===== config.mk =====
export PLATFORM = sky130hd
export DESIGN_NAME = cycbpuf_crp_ctrl_flat
export DESIGN_NICKNAME = d
export VERILOG_FILES = /design/src/rtl/cycbpuf_pkg.sv /design/src/rtl/cycbpuf_crp_ctrl_if.sv /design/src/rtl/cycbpuf_resp_sync.sv /design/src/rtl/cycbpuf_crp_ctrl.sv /design/src/flat_wrapper.sv
export SDC_FILE = /design/constraint.sdc
export NUM_CORES = 1
export LEC_CHECK = 0
export BUFFER_PORTS_ARGS = -buffer_cell sky130_fd_sc_hd__buf_2
export CAP_MARGIN = 20
export CORE_ASPECT_RATIO = 1.1
export CORE_MARGIN = 2
export CORE_UTILIZATION = 51
export CTS_CLUSTER_SIZE = 16
export DETAILED_ROUTE_END_ITERATION = 6
export GPL_TIMING_DRIVEN = 0
export PLACE_DENSITY = 0.8
export SLEW_MARGIN = 20
export SYNTH_ARGS = -nofsm -noshare
export SYNTH_HDL_FRONTEND = slang
export SYNTH_SLANG_ARGS = --single-unit

===== constraint.sdc =====
create_clock -name clk -period 2.98 [get_ports clk]
set_input_delay 0.447 -clock clk [delete_from_list [all_inputs] [get_ports clk]]
set_output_delay 0.447 -clock clk [all_outputs]
set_load 0.03 [all_outputs]

===== src/rtl/cycbpuf_pkg.sv =====
// Shared types and default constants for the cyclic bistable-ring PUF
// challenge-response sequencer.
`timescale 1ns/1ps
package cycbpuf_pkg;

    // Sequencer FSM states
    typedef enum logic [1:0] {
        IDLE   = 2'd0,
        APPLY  = 2'd1,
        SAMPLE = 2'd2,
        DONE   = 2'd3
    } state_t;

    // Default geometry of the PUF array and the sampling schedule
    localparam int CHAL_W_DEF        = 51;
    localparam int SETTLE_CYCLES_DEF = 64;
    localparam int NUM_SAMPLES_DEF   = 15;

    // A vote is stable when every sample agreed
    function automatic logic all_agree(input int tally, input int num);
        return (tally == 0) || (tally == num);
    endfunction

endpackage


===== src/rtl/cycbpuf_crp_ctrl_if.sv =====
// Host-side handshake bundle: challenge channel in, voted response channel out.
//
// Handshake rule for both channels: a transfer happens on a rising clk edge
// where valid and ready are both high. The source holds valid and its payload
// stable until that edge; ready may change freely and never depends on a
// same-cycle combinational path from valid.
`timescale 1ns/1ps
interface cycbpuf_crp_ctrl_if #(
    parameter int CHAL_W = 51
);
    logic              chal_valid;
    logic              chal_ready;
    logic [CHAL_W-1:0] chal;
    logic              resp_valid;
    logic              resp_ready;
    logic              resp;
    logic              resp_stable;

    // Host / CRP-collection side
    modport master (
        output chal_valid, chal, resp_ready,
        input  chal_ready, resp_valid, resp, resp_stable
    );

    // Sequencer side
    modport slave (
        input  chal_valid, chal, resp_ready,
        output chal_ready, resp_valid, resp, resp_stable
    );
endinterface


===== src/rtl/cycbpuf_resp_sync.sv =====
// Two-flop synchronizer that brings the free-running PUF response into clk.
`timescale 1ns/1ps
module cycbpuf_resp_sync (
    input  logic clk,
    input  logic rst_n,
    input  logic async_in,
    output logic sync_out
);
    logic meta;
    logic stable;

    // First flop may go metastable; the second gives it a cycle to resolve
    always_ff @(posedge clk or negedge rst_n) begin
        if (!rst_n) begin
            meta   <= 1'b0;
            stable <= 1'b0;
        end else begin
            meta   <= async_in;
            stable <= meta;
        end
    end

    assign sync_out = stable;
endmodule


===== src/rtl/cycbpuf_crp_ctrl.sv =====
// Challenge-response sequencer: latches a challenge onto the PUF, waits for
// the ring to settle, majority-votes NUM_SAMPLES synchronized response
// samples and hands back the voted bit plus an all-samples-agreed flag.
`timescale 1ns/1ps
module cycbpuf_crp_ctrl
    import cycbpuf_pkg::*;
#(
    parameter int CHAL_W        = CHAL_W_DEF,
    parameter int SETTLE_CYCLES = SETTLE_CYCLES_DEF,
    parameter int NUM_SAMPLES   = NUM_SAMPLES_DEF,
    parameter int CNT_W         = 16
) (
    input  logic                clk,
    input  logic                rst_n,
    cycbpuf_crp_ctrl_if.slave   host,
    output logic [CHAL_W-1:0]   puf_chal,
    input  logic                puf_resp,
    output logic                busy,
    output state_t              fsm_state
);
    localparam int ONES_W   = $clog2(NUM_SAMPLES + 1);
    localparam int CNT_NEED = (SETTLE_CYCLES > NUM_SAMPLES) ? SETTLE_CYCLES : NUM_SAMPLES;

    localparam logic [CNT_W-1:0]  SETTLE_LAST = CNT_W'(SETTLE_CYCLES - 1);
    localparam logic [CNT_W-1:0]  SAMPLE_LAST = CNT_W'(NUM_SAMPLES - 1);
    localparam logic [ONES_W-1:0] HALF        = ONES_W'(NUM_SAMPLES / 2);

    // Reject configurations the vote or the counter cannot handle
    if (NUM_SAMPLES < 1 || (NUM_SAMPLES % 2) == 0) begin : g_bad_samples
        $error("NUM_SAMPLES must be odd and >= 1");
    end
    if (SETTLE_CYCLES < 1) begin : g_bad_settle
        $error("SETTLE_CYCLES must be >= 1");
    end
    if (CNT_W < $clog2(CNT_NEED + 1)) begin : g_bad_cnt
        $error("CNT_W too narrow for SETTLE_CYCLES/NUM_SAMPLES");
    end

    state_t              state, state_n;
    logic [CNT_W-1:0]    cnt, cnt_n;
    logic [ONES_W-1:0]   ones, ones_n;
    logic [ONES_W-1:0]   tally;
    logic [CHAL_W-1:0]   chal_q, chal_n;
    logic                resp_q, resp_n;
    logic                stable_q, stable_n;
    logic                rvalid_q, rvalid_n;
    logic                sample;

    cycbpuf_resp_sync u_resp_sync (
        .clk      (clk),
        .rst_n    (rst_n),
        .async_in (puf_resp),
        .sync_out (sample)
    );

    // Running count including the sample taken this cycle
    assign tally = ones + ONES_W'(sample);

    // State and datapath registers
    always_ff @(posedge clk or negedge rst_n) begin
        if (!rst_n) begin
            state    <= IDLE;
            cnt      <= '0;
            ones     <= '0;
            chal_q   <= '0;
            resp_q   <= 1'b0;
            stable_q <= 1'b0;
            rvalid_q <= 1'b0;
        end else begin
            state    <= state_n;
            cnt      <= cnt_n;
            ones     <= ones_n;
            chal_q   <= chal_n;
            resp_q   <= resp_n;
            stable_q <= stable_n;
            rvalid_q <= rvalid_n;
        end
    end

    // Next-state and datapath update for the settle/sample/vote sequence
    always_comb begin
        state_n  = state;
        cnt_n    = cnt;
        ones_n   = ones;
        chal_n   = chal_q;
        resp_n   = resp_q;
        stable_n = stable_q;
        rvalid_n = rvalid_q;
        case (state)
            IDLE: begin
                if (host.chal_valid) begin
                    chal_n  = host.chal;
                    cnt_n   = '0;
                    ones_n  = '0;
                    state_n = APPLY;
                end
            end
            APPLY: begin
                if (cnt == SETTLE_LAST) begin
                    cnt_n   = '0;
                    state_n = SAMPLE;
                end else begin
                    cnt_n = cnt + CNT_W'(1);
                end
            end
            SAMPLE: begin
                ones_n = tally;
                if (cnt == SAMPLE_LAST) begin
                    resp_n   = (tally > HALF);
                    stable_n = all_agree(int'(tally), NUM_SAMPLES);
                    rvalid_n = 1'b1;
                    cnt_n    = '0;
                    state_n  = DONE;
                end else begin
                    cnt_n = cnt + CNT_W'(1);
                end
            end
            DONE: begin
                if (host.resp_ready) begin
                    rvalid_n = 1'b0;
                    state_n  = IDLE;
                end
            end
            default: state_n = IDLE;
        endcase
    end

    assign host.chal_ready  = (state == IDLE);
    assign host.resp_valid  = rvalid_q;
    assign host.resp        = resp_q;
    assign host.resp_stable = stable_q;
    assign puf_chal         = chal_q;
    assign busy             = (state != IDLE);
    assign fsm_state        = state;
endmodule


===== src/flat_wrapper.sv =====
// flat-port wrapper written by rule: the top's interface ports become plain ports
module cycbpuf_crp_ctrl_flat import cycbpuf_pkg::*;
#(
    parameter int CHAL_W        = CHAL_W_DEF,
    parameter int SETTLE_CYCLES = SETTLE_CYCLES_DEF,
    parameter int NUM_SAMPLES   = NUM_SAMPLES_DEF,
    parameter int CNT_W         = 16
)
  (clk, rst_n, puf_chal, puf_resp, busy, fsm_state, host_chal_valid, host_chal, host_resp_ready, host_chal_ready, host_resp_valid, host_resp, host_resp_stable);
  cycbpuf_crp_ctrl_if #(.CHAL_W(CHAL_W)) host_i ();
  input  logic clk;
  input  logic rst_n;
  output logic [CHAL_W-1:0] puf_chal;
  input  logic puf_resp;
  output logic busy;
  output state_t fsm_state;
  input wire logic [$bits(host_i.chal_valid)-1:0] host_chal_valid;
  input wire logic [$bits(host_i.chal)-1:0] host_chal;
  input wire logic [$bits(host_i.resp_ready)-1:0] host_resp_ready;
  output wire logic [$bits(host_i.chal_ready)-1:0] host_chal_ready;
  output wire logic [$bits(host_i.resp_valid)-1:0] host_resp_valid;
  output wire logic [$bits(host_i.resp)-1:0] host_resp;
  output wire logic [$bits(host_i.resp_stable)-1:0] host_resp_stable;
  assign host_i.chal_valid = host_chal_valid;
  assign host_i.chal = host_chal;
  assign host_i.resp_ready = host_resp_ready;
  assign host_chal_ready = host_i.chal_ready;
  assign host_resp_valid = host_i.resp_valid;
  assign host_resp = host_i.resp;
  assign host_resp_stable = host_i.resp_stable;
  cycbpuf_crp_ctrl #(.CHAL_W(CHAL_W), .SETTLE_CYCLES(SETTLE_CYCLES), .NUM_SAMPLES(NUM_SAMPLES), .CNT_W(CNT_W)) u_core (.clk(clk), .rst_n(rst_n), .host(host_i), .puf_chal(puf_chal), .puf_resp(puf_resp), .busy(busy), .fsm_state(fsm_state));
endmodule

### Yosys cells after proc, flatten, opt, wreduce, memory -nomap -nowiden

Index checks and enable logic that the tools add are counted.

| cells by class | value |
|---|---|
| $add $sub $neg | 2 |
| magnitude comparators | 1 |
| equality and inequality tests | 10 |
| multiplexer cells | 14 |
| reductions and logical operators | 13 |

Operator list:

| operator | count |
|---|---|
| $mux W16 | 3 |
| $pmux W16 S3 | 1 |
| $add A16 B1 Y16 const B | 1 |
| $eq A16 B4 Y1 const B | 1 |
| $eq A16 B6 Y1 const B | 1 |
| $mux W2 | 4 |
| $pmux W2 S4 | 1 |
| $pmux W4 S2 | 1 |
| $reduce_and A2 Y1 | 4 |
| $reduce_bool A2 Y1 | 3 |
| $add A4 B1 Y4 | 1 |
| $eq A2 B2 Y1 const B | 2 |
| $eq A4 B1 Y1 const B | 1 |
| $gt A4 B3 Y1 const B | 1 |
| $logic_not A4 Y1 | 1 |
| $mux W4 | 1 |
| $ne A2 B1 Y1 const B | 2 |
| $ne A2 B2 Y1 const B | 2 |
| $reduce_and A4 Y1 | 1 |
| $reduce_and A3 Y1 | 1 |
| $reduce_bool A3 Y1 | 1 |
| $eq A2 B1 Y1 const B | 1 |
| $logic_not A2 Y1 | 1 |
| $mux W1 | 2 |
| other kinds (2) | 2 |

| storage, ports and cells | value |
|---|---|
| register bits after elaboration | 78 |
| bits of input ports | 56 |
| output and inout bits | 58 |
| logic and storage cells | 49 |

### Depth between registers and ports, before layout

Gate-level depths: netlist of the first run.

| depth | value |
|---|---|
| word-level depth | 3 |
| depth in mapped cells | 8 |
| mapped depth without buffers | 6 |

### By module

Synthesis of the first run repeated with hierarchy kept, for this count alone.

| second synthesis, totals | value |
|---|---|
| cells, all modules | 277 |
| area total of the unflattened synthesis | 3479.6 µm² |

Modules (own cells, without submodules):

| module | times used | cells an instance | area an instance (µm²) | seq. area each (µm²) |
|---|---|---|---|---|
| cycbpuf_crp_ctrl | 1 | 275 | 3429.5 | 1901.8 |
| cycbpuf_resp_sync | 1 | 2 | 50.0 | 50.0 |

### Worst setup path before layout of the first run

No wires, ideal clock.

| timing path | value |
|---|---|
| kind | register -> register |
| from | register u_core.state[0], in the netlist u_core.fsm_state[0] |
| to | register u_core.cnt[13] |
| library setup time | 0.073 ns |
| data arrival time | 2.557 ns |
| required time | 2.907 ns |
| slack | 0.350 ns |
| stages on the path, launching flop included | 8 |
| path buffers | 1 |
| clock period less this slack | 2.630 ns |
| cell sequence | dfrtp_1 > inv_1 > ha_1 > nor2b_4 > or4b_4 > buf_6 > or4_4 > a21oi_2 |

| between the ends | value |
|---|---|
| longest elaborated chain between the ends | 3 |
| elaborated cells between the ends (all ways) | 7 |
| those cells by class | 3 x eq/ne; 1 x mux; 3 x reduce/logical |

RTL lines:

| element | RTL line | source |
|---|---|---|
| start: declaration | cycbpuf_crp_ctrl.sv:39 | `state_t state, state_n;` |
| start signal: assignment | cycbpuf_crp_ctrl.sv:70 | `state <= state_n;` |
| $logic_not A2 Y1 * | - |  |
| net host_chal_ready | flat_wrapper.sv:20 | `output wire logic [$bits(host_i.chal_ready)-1:0] host_chal_ready;` |
| $ne A2 B2 Y1 (no line) or $reduce_bool A3 Y1 (tied branches) | - |  |
| $reduce_and A2 Y1 (no line) | - |  |
| end signal: assignment | cycbpuf_crp_ctrl.sv:71 | `cnt <= cnt_n;` |
| end: declaration | cycbpuf_crp_ctrl.sv:40 | `logic [CNT_W-1:0] cnt, cnt_n;` |

The timed path passes the listed nets; every way through them passes the cells marked *.
A chain may end at the register's enable or synchronous reset.

### Worst setup path after layout of the first run

| timing path | value |
|---|---|
| from | register u_core.state[0], in the netlist u_core.fsm_state[0] |
| to | register u_core.cnt[13] |

| between the ends | value |
|---|---|
| longest elaborated chain between the ends | 3 |
| elaborated cells between the ends (all ways) | 7 |
| those cells by class | 3 x eq/ne; 1 x mux; 3 x reduce/logical |

RTL lines:

| element | RTL line | source |
|---|---|---|
| $eq A2 B1 Y1, or another cell as far along | cycbpuf_crp_ctrl.sv:89 | `case (state)` |
| $reduce_bool A3 Y1 (no line) or $ne A2 B2 Y1 (tied branches) | - |  |
| $reduce_and A2 Y1 (no line) | - |  |

Parallel ways exist; a longest one is shown, timed or not.

==> results of run 1 <==
## metal layers
layer,track usage [%],up-vias,share of wire [%]
li1,-,1273,-
met1,25.9,1286,41
met2,34.8,104,50
met3,8.36,11,8.5
met4,6.56,0,1.3
met5,0,-,0
## stage by stage
step	hold WS (ns)	instance area (µm²)	worst slack, ns	std cells
2_1_floorplan	0.151	3510	0.350	281
3_3_place_gp	0.335	4180	0.601	476
3_5_place_dp	0.336	4200	0.581	477
4_1_cts	0.0725	4420	0.546	493
5_1_grt	0.0922	4420	0.452	493
6_report	0.0594	4420	0.549	493
## power by group
group	internal, mW	leakage (nW)	switching (mW)
clock network	0.476	0.111	0.398
registers	1.46	0.965	0.237
logic	0.830	1.01	1.52
## cells by family after synthesis
logic type      share of synthesized area, %
compound gates                          8.05
simple gates                            11.1
fa+ha+maj                               3.21
mux                                     18.7
xor+xnor                               0.499
flops                                   55.6
buf+inv                                 2.82
## cell type report
cell class                 count  area (µm²)  share of cell area [%]
buffer                        12        53.8                    1.22
clock buffer                   9         124                    2.80
clock inverter                 7        97.6                    2.21
inverter                      12        45.0                    1.02
multi-input combinational    179        1460                    33.0
sequential                    78        1950                    44.1
tap                           82         103                    2.32
timing repair buffer         114         588                    13.3
## placed cells by master (no fill, tap or decap), types with 3 or more instances in the layout
cell / instances
buf_2: 113
dfrtp_1: 78
mux2_2: 53
nand2_1: 17
o21ai_0: 13
inv_1: 12
ha_1: 9
clkbuf_8: 9
nor2_1: 8
nand3_1: 7
nor3_1: 7
o31ai_1: 7
a21oi_1: 6
buf_1: 5
clkbuf_1: 5
mux2i_1: 5
nand4_1: 5
and3_1: 3
or4_1: 3
a31oi_1: 3
## state kept, by name, summed over array words and instances, names as in the netlist
signal / count
u_core.puf_chal: 51
u_core.host.resp_stable: 1
u_core.cnt: 16
u_core.host.resp: 1
u_core.u_resp_sync.sync_out: 1
u_core.u_resp_sync.meta: 1
u_core.ones: 4
u_core.host.resp_valid: 1
u_core.fsm_state: 2
## how the worst max path moves through the flow
stage                                          startpoint                    endpoint  slack, ns  cells after the start
after floorplan           u_core.fsm_state[0]$_DFFE_PN0P_  u_core.cnt[13]$_DFFE_PN0P_       0.35                      7
after global placement    u_core.fsm_state[0]$_DFFE_PN0P_  u_core.cnt[13]$_DFFE_PN0P_       0.60                      7
after detailed placement  u_core.fsm_state[0]$_DFFE_PN0P_  u_core.cnt[13]$_DFFE_PN0P_       0.58                      7
after CTS                 u_core.fsm_state[0]$_DFFE_PN0P_  u_core.cnt[13]$_DFFE_PN0P_       0.55                      7
after global routing      u_core.fsm_state[0]$_DFFE_PN0P_  u_core.cnt[13]$_DFFE_PN0P_       0.45                      7
final                     u_core.fsm_state[0]$_DFFE_PN0P_  u_core.cnt[13]$_DFFE_PN0P_       0.55                      7
==> flow_metrics.env, run 1 <==
export IMPL_synth_net_count=346
export IMPL_synth_edf_count=0
export IMPL_antenna_found_initial=0
export IMPL_hold_violations=0
export IMPL_maxSlewViolCount=0
export IMPL_cts_buffers=9
export IMPL_post_dp_hpwl_um=5700
export IMPL_root_buffer="clkbuf_8"
export IMPL_ys_warn_count=0
export IMPL_synthCells=281
export IMPL_fp_dieW_um=83.1
export IMPL_ys_seq_area_share_pct=55.6
export IMPL_synth_common_cells="dfrtp_1, mux2_2, nand2_1, o21ai_0, inv_1"
export IMPL_wl_per_cell_um=15.7
export IMPL_worstRegToRegCells=7
export IMPL_area_growth_pct=26.0
export IMPL_rsz0062_at_grt="false"
export IMPL_synth_most_common_cell="dfrtp_1"
export IMPL_leakagePower_nw=2.09
export IMPL_p_total_mw=4.92
export IMPL_insertion_delay_ns=0.35
export IMPL_asyncSetResetFlopFracSynth_pct=100
export IMPL_ys_ff_latch=78
export IMPL_start_kind="flop"
export IMPL_fin_nets=471
export IMPL_dr_pass1_iters=5
export IMPL_rows=31
export IMPL_yosysTopAreaCell="dfrtp_1"
export IMPL_utilization_pct=66.7
export IMPL_synth_area_leaders="dfrtp_1, mux2_2, ha_1, o21ai_0, nand2_1"
export IMPL_die_h_um=91.0
export IMPL_drc=0
export IMPL_status="completed"
export IMPL_place_gp_congestion=0.862
export IMPL_setup_viol=0
export IMPL_worstPathMaxFanout=10
export IMPL_synth_top_area_share_pct=55.6
export IMPL_core_um2=6630
export IMPL_r2r_start="u_core.fsm_state[0]$_DFFE_PN0P_"
export IMPL_fmax_mhz=411
export IMPL_cts_tree="built"
export IMPL_postSynthAreaPerCell_um2=12.5
export IMPL_worst_ep_arrival_time_ns=2.71
export IMPL_layout_drive_gt1_share_pct=47.4
export IMPL_cp_slowest_cell="or4b_4"
export IMPL_cts_max_level=3
export IMPL_portBuffers=113
export IMPL_hp_class="input pin to async pin"
export IMPL_num_fill_cells=481
export IMPL_die_area_um2=7560
export IMPL_start_util_pct=52.9
export IMPL_r2r_end="u_core.cnt[13]$_DFFE_PN0P_"
export IMPL_grt_pass1_vias=2713
export IMPL_cts_path_max_buffers=2
export IMPL_drv_cap=0
export IMPL_post_cts_buffers=0
export IMPL_grt_remaining_overflow=0
export IMPL_tightest_slew_ns=0.554
export IMPL_grt_first_pass_wirelength_um=12800
export IMPL_grt_max_degree=42
export IMPL_diodes=0
export IMPL_worst_path_buf_inv=2
export IMPL_syn_area_um2=3510
export IMPL_yosys_most_used_dff="dfrtp_1"
export IMPL_clock_skew_ns=0.00694
export IMPL_grt_total_usage_pct=21.2
export IMPL_slowest_delay_ns=0.53
export IMPL_ant_nets=0
export IMPL_synthDistinctLibCells=41
export IMPL_power_density_nw_per_um2=1110
export IMPL_min_period_over_period_pct=81.6
export IMPL_cts_hold_buffers=0
export IMPL_path_class="flop to flop"
export IMPL_cp_top_family="simple AND/OR/NAND/NOR gates"
export IMPL_post_cts_resize_count=0
export IMPL_reg2reg_slack_ns=0.55
export IMPL_required_ns=3.26
export IMPL_routed_wl_um=7720
export IMPL_cts_reportedPaths_clkPinSlew_ns=0.08
export IMPL_max_slew_margin_pct=63.0
export IMPL_cts_sinks=78
export IMPL_tns_ns=0
export IMPL_cp_end_kind="flop"
export IMPL_layout_min_cycle_time_ns=2.43
export IMPL_viasPerCell=5.42
export IMPL_worstPathCellList="inv_1 -> ha_1 -> nor2b_4 -> or4b_4 -> buf_6 -> or4_4 -> a21oi_2"
export IMPL_routed_via_count=2674
export IMPL_ios=114
export IMPL_drt_initial_drc_count=148
export IMPL_ir_worst_vdd_mv=0.782
Note: power is estimated with default switching activity, not from simulation.
==> run 2: changes to the inputs <==
clock period = 2.4 ns   (was 2.98 ns; I/O delays follow)
==> run 2 against run 1 <==
Compared with the run above:
- count of clock-buffer cells in the layout stayed put
- power grew 21%
- maximum frequency rose by 6.3%
- cell count is 1.0% higher
- via count decreased by 0.22%
- critical path depth down 1
- global-route usage decreased by 0.66 points
==> flow_metrics.env, run 2 (synthesized netlist as in run 1, its figures left out) <==
export IMPL_status="completed"
export IMPL_rsz0062_at_grt="false"
export IMPL_cts_path_max_buffers=2
export IMPL_dp_cells=477
export IMPL_setup_viol=0
export IMPL_post_dp_cell_area_um2=4210
export IMPL_hp_class="input pin to flop"
export IMPL_hold_ws_ns=0.117
export IMPL_postLayoutCellArea_um2=4430
export IMPL_routed_via_count=2668
export IMPL_slowest_delay_ns=0.58
export IMPL_cp_end_kind="flop"
export IMPL_worst_path_buf_inv=2
export IMPL_layout_drive_gt1_share_pct=48.6
export IMPL_grt_first_pass_wirelength_um=12400
export IMPL_setup_ws_ns=0.114
export IMPL_maxSlewViolCount=0
export IMPL_cts_buffers=9
export IMPL_tightest_slew_ns=0.540
export IMPL_cts_max_level=3
export IMPL_worstPathCellList="buf_4 -> ha_1 -> or4b_4 -> buf_6 -> or4_4 -> a21oi_2"
export IMPL_p_total_mw=5.96
export IMPL_utilization_pct=66.8
export IMPL_antenna_found_initial=0
export IMPL_ir_worst_vdd_mv=0.983
export IMPL_max_slew_margin_pct=64.0
export IMPL_pre_cts_slack_ns=0.105
export IMPL_cp_slowest_cell="or4b_4"
export IMPL_grt_pass1_vias=2720
export IMPL_layout_commonest_cell="buf_2"
export IMPL_fin_nets=476
export IMPL_area_growth_pct=26.3
export IMPL_drv_cap=0
export IMPL_rows=31
export IMPL_routed_wl_um=7410
export IMPL_drt_initial_drc_count=194
export IMPL_path_class="flop to flop"
export IMPL_die_area_um2=7560
export IMPL_cp_top_family="simple AND/OR/NAND/NOR gates"
export IMPL_ios=114
export IMPL_wl_per_cell_um=14.9
export IMPL_fin_cells=498
export IMPL_tns_ns=0
export IMPL_grt_total_usage_pct=20.6
export IMPL_min_period_over_period_pct=95.3
export IMPL_power_density_nw_per_um2=1340
export IMPL_start_util_pct=52.9
export IMPL_layout_min_cycle_time_ns=2.29
export IMPL_drc=0
export IMPL_worst_ep_arrival_time_ns=2.57
export IMPL_cts_reportedPaths_clkPinSlew_ns=0.09
export IMPL_required_ns=2.68
export IMPL_cts_tree="built"
export IMPL_diodes=0
export IMPL_core_um2=6630
export IMPL_ant_nets=0
export IMPL_largest_register_ffs=51
export IMPL_fmax_mhz=437
export IMPL_leakagePower_nw=2.09
export IMPL_hold_violations=0
export IMPL_insertion_delay_ns=0.35
export IMPL_post_cts_resize_count=0
export IMPL_portBuffers=113
export IMPL_viasPerCell=5.36
export IMPL_die_h_um=91.0
export IMPL_cts_sinks=78
export IMPL_grt_remaining_overflow=0
export IMPL_worstPathMaxFanout=10
export IMPL_place_gp_congestion=0.886
export IMPL_final_cell_mix="buf_2, dfrtp_1, mux2_2, nand2_1, o21ai_0"
export IMPL_fp_dieW_um=83.1
export IMPL_clock_skew_ns=0.00822
export IMPL_start_kind="flop"
export IMPL_post_dp_hpwl_um=5520
export IMPL_dr_pass1_iters=4
export IMPL_root_buffer="clkbuf_8"
export IMPL_grt_max_degree=60
[run 2: cell count changes in the layout (fill, tap and decap cells not counted), sizes merged]
cell	previous run	this run
dlygate4sd3	0	1
bufinv	2	0
clkinv	3	2
buf	121	125
inv	13	15
clkinvlp	1	2
[run 2: worst paths after layout]
| kind | from | to | slack, ns | cells past startpoint |
|---|---|---|---|---|
| max | u_core.fsm_state[1]$_DFFE_PN0P_ | u_core.cnt[14]$_DFFE_PN0P_ | 0.11 | 6 |
| max in group asynchronous | rst_n | u_core.puf_chal[31]$_DFFE_PN0P_ | 1.40 | 3 |
| max reg2reg | u_core.fsm_state[1]$_DFFE_PN0P_ | u_core.cnt[14]$_DFFE_PN0P_ | 0.11 | 6 |
| min | puf_resp | u_core.u_resp_sync.meta$_DFF_PN0_ | 0.12 | 1 |
| min reg2reg | u_core.u_resp_sync.meta$_DFF_PN0_ | u_core.u_resp_sync.sync_out$_DFF_PN0_ | 0.35 | 0 |
| min in group asynchronous | rst_n | u_core.cnt[15]$_DFFE_PN0P_ | 0.44 | 2 |
[run 2: metal layers]
metal / vias to the layer above / part of all wire (%) / track usage, %
met4: 0 / 1.7 / 7.24
met3: 10 / 7.0 / 7.55
met2: 77 / 49 / 32.9
met5: - / 0 / 0
met1: 1299 / 42 / 25.8
li1: 1282 / - / -
[run 2: worst reg2reg max path, cell delays in order (launching register included)]
cell and delay, ns:
dfrtp_2 0.44, buf_4 0.14, ha_1 0.25, or4b_4 0.58, buf_6 0.16, or4_4 0.50, a21oi_2 0.14
[run 2: repair_timing]
item,CTS,global route
hold endpoints to repair,19,0
hold buffers,1,0
endpoints found under the setup margin,0,2
setup buffers,0,4
[run 2: cell type report]
class,instances,area (µm²)
Sequential cell,78,1950
Buffer,12,53.8
Fill cell,526,2200
Multi-Input combinational cell,179,1460
Inverter,12,45.0
Timing Repair Buffer,119,636
Clock inverter,7,55.1
Tap cell,82,103
Clock buffer,9,124
[run 2: report_power, final]
group          switching (mW)  internal (mW)  leakage [nW]  total, mW
combinational            1.89           1.08          1.04       2.97
sequential              0.268           1.82         0.963       2.09
clock                   0.516          0.386        0.0866      0.903
total                    2.68           3.28          2.09       5.96
